--- src/rtl/qos_arb_pkg.sv ---
// Constants and the saturating QoS adder shared by the age promoter and the QoS arbiter.
package qos_arb_pkg;

    localparam int N_REQ   = 32;
    localparam int QOS_W   = 4;
    localparam int QOS_MAX = (1 << QOS_W) - 1;

    // The sum carries one extra bit; since QOS_MAX is all ones, any carry means saturate.
    function automatic logic [QOS_W-1:0] qos_sat_add(input logic [QOS_W-1:0] qos,
                                                     input logic [QOS_W-1:0] boost);
        logic [QOS_W:0] sum;
        sum = {1'b0, qos} + {1'b0, boost};
        if (sum[QOS_W]) begin
            return QOS_W'(QOS_MAX);
        end
        return sum[QOS_W-1:0];
    endfunction

endpackage

--- src/rtl/qos_age_cell.sv ---
// Per-requester aging state: wait counter, saturating boost level and the promoted QoS slice.
// With QOS_AGE_STARVE_FLAG_EN defined it also reports when the boost is, or is about to become, saturated.
module qos_age_cell
    import qos_arb_pkg::*;
#(
    parameter int AGE_STEP  = 16,
    parameter int MAX_BOOST = 3,
    parameter int CW        = $clog2(AGE_STEP),
    parameter int BW        = $clog2(MAX_BOOST + 1)
) (
    input  logic             clk,
    input  logic             rst,
    input  logic             req,
    input  logic             served,
    input  logic [QOS_W-1:0] base_qos,
    output logic [QOS_W-1:0] qos_out
`ifdef QOS_AGE_STARVE_FLAG_EN
    ,
    output logic             at_max,
    output logic             reach_max
`endif
);

    logic [CW-1:0] cnt_q, cnt_d;
    logic [BW-1:0] boost_q, boost_d;

    always_comb begin
        cnt_d   = cnt_q;
        boost_d = boost_q;
        if (served || !req) begin
            cnt_d   = '0;
            boost_d = '0;
        end else if (boost_q < BW'(MAX_BOOST)) begin
            if (cnt_q == CW'(AGE_STEP - 1)) begin
                cnt_d   = '0;
                boost_d = boost_q + BW'(1);
            end else begin
                cnt_d = cnt_q + CW'(1);
            end
        end else begin
            // Saturated: the counter parks at zero until the requester is cleared.
            cnt_d = '0;
        end
    end

    always_ff @(posedge clk) begin
        if (rst) begin
            cnt_q   <= '0;
            boost_q <= '0;
        end else begin
            cnt_q   <= cnt_d;
            boost_q <= boost_d;
        end
    end

    assign qos_out = qos_sat_add(base_qos, QOS_W'(boost_q));

`ifdef QOS_AGE_STARVE_FLAG_EN
    assign at_max    = (boost_q == BW'(MAX_BOOST));
    assign reach_max = (boost_d == BW'(MAX_BOOST)) && (boost_q != BW'(MAX_BOOST));
`endif

endmodule

--- src/rtl/qos_age_promoter.sv ---
// Age-based QoS promoter in front of the QoS round-robin arbiter; grant feedback clears the age.
// Optional starvation reporting is enabled with the QOS_AGE_STARVE_FLAG_EN macro.
module qos_age_promoter
    import qos_arb_pkg::*;
#(
    parameter int N         = N_REQ,
    parameter int QW        = QOS_W,
    parameter int AGE_STEP  = 16,
    parameter int MAX_BOOST = 3,
    parameter int CW        = $clog2(AGE_STEP)
) (
    input  logic            clk,
    input  logic            rst,
    input  logic [N-1:0]    req_in,
    input  logic [N*QW-1:0] base_qos,
    input  logic [N-1:0]    grant,
    input  logic            grant_valid,
    output logic [N-1:0]    req_out,
    output logic [N*QW-1:0] qos_out
`ifdef QOS_AGE_STARVE_FLAG_EN
    ,
    output logic [N-1:0]    starve,
    output logic            starve_any,
    output logic [15:0]     starve_events
`endif
);

    logic [N-1:0] served;

    assign req_out = req_in;
    // Grant bits are only meaningful when qualified; multiple set bits all clear.
    assign served  = grant & {N{grant_valid}};

`ifdef QOS_AGE_STARVE_FLAG_EN
    logic [N-1:0] at_max;
    logic [N-1:0] reach_max;
`endif

    for (genvar i = 0; i < N; i++) begin : g_cell
        qos_age_cell #(
            .AGE_STEP (AGE_STEP),
            .MAX_BOOST(MAX_BOOST),
            .CW       (CW)
        ) u_cell (
            .clk      (clk),
            .rst      (rst),
            .req      (req_in[i]),
            .served   (served[i]),
            .base_qos (base_qos[i*QW +: QW]),
            .qos_out  (qos_out[i*QW +: QW])
`ifdef QOS_AGE_STARVE_FLAG_EN
            ,
            .at_max   (at_max[i]),
            .reach_max(reach_max[i])
`endif
        );
    end

`ifdef QOS_AGE_STARVE_FLAG_EN
    logic [15:0] starve_events_q, starve_events_d;

    // One count per cycle however many requesters saturate together.
    always_comb begin
        starve_events_d = starve_events_q;
        if (|reach_max && starve_events_q != 16'hFFFF) begin
            starve_events_d = starve_events_q + 16'd1;
        end
    end

    always_ff @(posedge clk) begin
        if (rst) begin
            starve_events_q <= '0;
        end else begin
            starve_events_q <= starve_events_d;
        end
    end

    assign starve        = at_max;
    assign starve_any    = |at_max;
    assign starve_events = starve_events_q;
`endif

endmodule
--- config.mk ---
export PLATFORM = sky130hd
export DESIGN_NAME = qos_age_promoter
export DESIGN_NICKNAME = d
export VERILOG_FILES = /design/src/rtl/qos_arb_pkg.sv /design/src/rtl/qos_age_cell.sv /design/src/rtl/qos_age_promoter.sv
export SDC_FILE = /design/constraint.sdc
export NUM_CORES = 1
export LEC_CHECK = 0
export ABC_AREA = 1
export CORE_MARGIN = 1
export CORE_UTILIZATION = 49
export CTS_CLUSTER_SIZE = 10
export DETAILED_ROUTE_END_ITERATION = 6
export PLACE_DENSITY = 0.8
export SLEW_MARGIN = 20
export SYNTH_ARGS = -nofsm -noshare
export SYNTH_HDL_FRONTEND = slang
export SYNTH_SLANG_ARGS = --single-unit
--- constraint.sdc ---
create_clock -name clk -period 1.9 [get_ports clk]
set_input_delay 0.38 -clock clk [delete_from_list [all_inputs] [get_ports clk]]
set_output_delay 0.38 -clock clk [all_outputs]
set_load 0.005 [all_outputs]
### Word-level counts from Yosys, hierarchy flattened

Cells that the tools add are included.

* register bits after elaboration: 192
* bits of input ports: 195
* output and inout bits: 160

* add/subtract/negate cells: 96
* $lt $le $gt $ge: 32
* equal/unequal tests: 32
* multiplexer cells: 96
* bitwise logic cells: 33
* reduce and logical (&&, ||, !) cells: 160

Operators by type and width (count)
* $mux W4: 64
* $add A4 B2 Y5: 32
* $add A4 B1 Y4 const B: 32
* $eq A4 B4 Y1 const B: 32
* $reduce_or A4 Y1: 32
* $add A2 B1 Y2 const B: 32
* $lt A2 B2 Y1 const B: 32
* $reduce_and A2 Y1: 32
* $reduce_or A2 Y1: 32
* $and A32 B32 Y32: 1
* $logic_not A1 Y1: 32
* $logic_or A1 B1 Y1: 32
* $mux W1: 32
* $not A1 Y1: 32

### Longest topological paths before layout

* depth after elaboration: 3
* depth in mapped cells: 8
* depth with buffers taken out: 8

### By module

Synthesis repeated with hierarchy kept, for this count alone.

* cells, all modules: 1859
* area, all modules: 13404.1 um2

By module, submodules not included
* qos_age_cell at g_cell[0].u_cell ...: times used 31, cells each 55, area each 402.9 um2
* qos_age_promoter: times used 1, cells each 99, area each 514.2 um2
* qos_age_cell at g_cell[9].u_cell: times used 1, cells each 55, area each 400.4 um2

### Worst setup path before layout

No wires, ideal clock.

* path type: input to output
* start point: in base_qos[76]
* end point: out qos_out[78]
* data arrival time: 1.253 ns
* setup slack: 0.267 ns
* stages on the path: 6
* path through: ha_1 -> inv_1 -> fa_1 -> nor2_1 -> nand2_1 -> o21ai_0

* longest elaborated chain between the ends: 3

RTL lines
* from (decl): line qos_age_promoter.sv:15 `input logic [N*QW-1:0] base_qos,`
* $add A4 B2 Y5 *: line qos_arb_pkg.sv:12 `sum = {1'b0, qos} + {1'b0, boost};`
* $mux W1: line qos_arb_pkg.sv:13 `if (sum[QOS_W]) begin`
* $mux W4 *: line qos_arb_pkg.sv:16 `return sum[QOS_W-1:0];`
* to (decl): line qos_age_promoter.sv:19 `output logic [N*QW-1:0] qos_out`

Every way passes the cells marked *; elsewhere a longest branch is shown, timed or not.

### Final worst setup path

* start point: reg g_cell[14].u_cell.boost_q[0]
* end point: out qos_out[57]

* longest elaborated chain between the ends: 3

RTL lines
* from (decl): line qos_age_cell.sv:25 `logic [BW-1:0] boost_q, boost_d;`
* from (signal assigned): line qos_age_cell.sv:52 `boost_q <= boost_d;`
* $add A4 B2 Y5 *: line qos_arb_pkg.sv:12
* $mux W1: line qos_arb_pkg.sv:13
* $mux W4 *: line qos_arb_pkg.sv:16

Marks and branches as above.

==> results.txt <==
* Setup ws final: -0.3863 ns
- The die covers ~0.027 mm^2.
* Final design instance area without fill: 0.01934 mm^2
- The floorplan has between 50 and 60 rows.
- The routed layout has ~13000 vias.
* Fraction of power spent switching nets: about a quarter
- Status: complete, but fails checks
* Critical Path AT: 1.91 ns
* Aggregate global routing overflow: 0
- The first global-routing pass estimated 52000 um of wire.
- IR analysis of the VDD net gives a maximum drop of approximately 420 uV.
- Final routed wirelength across all metal layers: roughly 34000 um
* Kind of start point of the critical path: register
- Minimum clock period after layout: 2.286 ns
- Number of max-cap violations: 0
* Worst setup EP type: primary output
- Total number of yosys warnings: 0
- The floorplan step set the die width to ~160 um.
* Sequential Power Share: between 40% and 50%
* Area of the multi-input gates: approximately 0.0084 mm^2
- The final max-slew violation count is 0.
- The final layout contains 2711 nets.
* Dpl hpwl: 24600 um
* Remaining number of nets flagged by the antenna check after routing: 0
* Top achievable clock speed: approximately 440 MHz
- Initial cell density of the core: 49.80%
- Setup repair after global routing could not meet its margin everywhere.
- Summed over all failing endpoints, the final setup total negative slack is -26.97 ns.
* Family of cells with the greatest summed delay on the critical path: adder cells
- about 360 I/O pins were placed.
- Largest area contributor in the netlist: sky130_fd_sc_hd__dfxtp_1
- In this run the clock root is driven by a sky130_fd_sc_hd__clkbuf_16.
- The pre-antenna-repair detailed-routing pass consisted of 5 iterations.
* Ratio of cells with drive above 1 in the final layout: a little under a third
* Clock tree from TritonCTS: built
* Number of global-route vias before repair: approximately 13000
- Of the total power, the clock network draws between 30% and 40%.
- The synthesized netlist contains 26 unique library cells.
- In this run, CTS created clock tree buffers numbering 17.
* Post-synthesis instance area: 0.01294 mm^2
- WL per Instance: 12.53 um
- Utilization after layout: 74.44%
* Type of the worst setup path: reg2out
- Most common cell after layout, fill and taps aside: sky130_fd_sc_hd__inv_1
- Final cycle utilization of the critical path: 120.3%
- Number of buffer cells added on primary ports: approximately 350
* Worst slew margin relative to its limit: between 60% and 70%
- At the pin with the least slew margin, the transition time is 0.5517 ns.
- The min-delay analysis places its worst path in the category reg2reg.
- Sw Pwr: between 0.002 and 0.0025 W
- The final reports fail on negative setup slack.
- Commonest non-fill, non-tap cells in the layout: 312 x sky130_fd_sc_hd__inv_1, 281 x sky130_fd_sc_hd__nand2_1, 275 x sky130_fd_sc_hd__nor2_1
- Maximum number of buffers from clock root to sink: 2
- Crit-path max FO: 2
* Area growth from synthesis to final layout: 49.47%
* Required time of the worst setup path: around 1.5 ns
* Nets in the synthesized netlist: between 2000 and 2500
- Crit path buf inv count: 4
- The final-report hold violation count was 0.
- After clock tree synthesis, the clock-pin slew on the worst setup and hold paths is ~0.07 ns.
* Internal power of the cells: roughly 0.0069 W
* Most prevalent standard cell on the critical path: sky130_fd_sc_hd__buf_6
- Setup-failing EPs final: 128
- The floorplan step defined a core boundary enclosing about 0.026 mm^2.
- Fill cells in the final layout number 1869.
* Clock skew: between 0.01 and 0.015 ns
- For this run, the total global-route usage over all layers was measured as a little under a quarter.
- After the first detailed-routing iteration, the DRC count stood at around 350.
- Final Hold Slack: between 0.4 and 0.5 ns
- Summing all flip-flop and latch instances after layout gives ~0.0039 mm^2.
- Die height: 164.5 um
- Synthesis-stage register bit count: between 150 and 200
* Vias per cell: between 4 and 5
* Post-synthesis sequential area ratio: 29.70%
- Power per cell area: roughly 480 mW/mm^2
- Mean Syn Cell Area: roughly 7 um^2
- Slowest stage cell on the critical path: sky130_fd_sc_hd__dfxtp_2
- Critical path, cell by cell: ha_4, inv_2, fa_2, buf_6, nor2_4, nand2_2, buf_6, nand2_2, buf_6
- Placer's final routability congestion estimate: 0.8499
* Initial antenna violation count: 3
- Source-to-sink clock delay at the later pin of the worst-skew pair: between 0.4 and 0.5 ns
* Largest net degree at the start of global routing: 27
- For this design, the sink count on the clock tree is roughly 190.
- Cell types with the largest area share after synthesis: sky130_fd_sc_hd__dfxtp_1 30%, sky130_fd_sc_hd__ha_1 12%, sky130_fd_sc_hd__inv_1 11%
- In this run the number of H-tree levels came out at 4.
- Portion of synthesized cell area occupied by the leading cell type: between 20% and 30%
- In this run the static leakage power is roughly 9.2 nW.
- Placed standard-cell area: between 0.015 and 0.02 mm^2
- Number of remaining DRC errors: 0
* Logic pwr share: between 10% and 20%
- CP peak stage delay: 0.35 ns
- Cell count after synthesis: approximately 1800
==> power by group through the flow <==
stage	Sequential, W	Clock (W)	Combinational [W]
2_1_floorplan	0.00420	0	0.000582
3_3_place_gp	0.00421	0	0.00147
3_5_place_dp	0.00421	0	0.00151
4_1_cts	0.00412	0.00380	0.00142
5_1_grt	0.00411	0.00397	0.00166
6_report	0.00410	0.00372	0.00150
==> per-layer routing <==
| metal | GRT usage [%] | share of wire, % |
|---|---|---|
| met3 | 4.370 | 4.7 |
| met1 | 24.00 | 39 |
| met2 | 46.49 | 54 |
| met5 | 0 | 0 |
| met4 | 8.173 | 2.6 |
==> worst register-to-register path: cells and delay by family, from the launching register on <==
family | cells | cell delay [ns]
and+or+nand+nor | 3 | 0.40
DFF | 1 | 0.36
buffers and inverters | 2 | 0.23
adders and majority gates | 1 | 0.18
==> worst paths after layout <==
| path | start | cells after the start | endpoint | slack [ns] |
|---|---|---|---|---|
| hold reg to reg | g_cell[11].u_cell.cnt_q[0] | 1 | g_cell[11].u_cell.cnt_q[0] | 0.45 |
| setup / recovery | g_cell[14].u_cell.boost_q[0] | 9 | qos_out[57] | -0.39 |
| hold / removal | g_cell[11].u_cell.cnt_q[0] | 1 | g_cell[11].u_cell.cnt_q[0] | 0.45 |
| setup reg to reg | g_cell[17].u_cell.boost_q[0] | 6 | g_cell[17].u_cell.boost_q[0] | 0.61 |
==> per-stage QoR <==
| step | total power, W | setup WS [ns] | instances |
|---|---|---|---|
| floorplan | 0.004784 | 0.2666 | 1831 |
| global placement | 0.005678 | -0.9099 | 2592 |
| detailed placement | 0.005719 | -0.9550 | 2592 |
| CTS | 0.009339 | -0.4232 | 2686 |
| global route | 0.009745 | -0.4777 | 2706 |
| finish | 0.009324 | -0.3863 | 2707 |
==> synth_stat cells (all sizes together) <==
library cell,count
xor2,32
nor3,11
buf,41
nand3b,4
dfxtp,192
nor2,330
xnor2,32
nand4,43
o21ai,80
inv,379
nand2,375
a21oi,40
ha,128
fa,32
nand3,112
==> registers in the layout, indices dropped and copies added, names as in the netlist <==
signal / cells
g_cell.u_cell.boost_q: 64
g_cell.u_cell.cnt_q: 128
==> cell families (layout without fill, tap and decap cells) <==
kind of cell | Yosys count | count (layout) | share of synthesized area, %
adder cells (fa/ha/maj) | 160 | 160 | 17.33
buffers and inverters | 420 | 958 | 13.58
flip-flops | 192 | 192 | 29.70
AND/OR/NAND/NOR | 875 | 875 | 30.42
other | 0 | 3 | 0
AO/OA/AOI/OAI | 120 | 120 | 4.641
XOR/XNOR | 64 | 64 | 4.331
==> area by class of cell <==
| cell class | count | area share, % |
|---|---|---|
| Antenna cell | 3 | 0.03881 |
| Clock inverter | 15 | 0.9897 |
| Timing Repair Buffer | 547 | 23.69 |
| Tap cell | 335 | 2.167 |
| Multi-Input combinational cell | 1219 | 43.36 |
| Clock buffer | 17 | 2.199 |
| Sequential cell | 192 | 20.19 |
| Inverter | 379 | 7.367 |
==> what timing repair did <==
action	in CTS	in global routing
pin swaps	173	96
setup buffers	62	21
resized for setup	895	161
gates cloned	0	0
hold buffers	0	0
endpoints found under the setup margin	128	128
No activity file was read; power rests on OpenSTA's default activity.
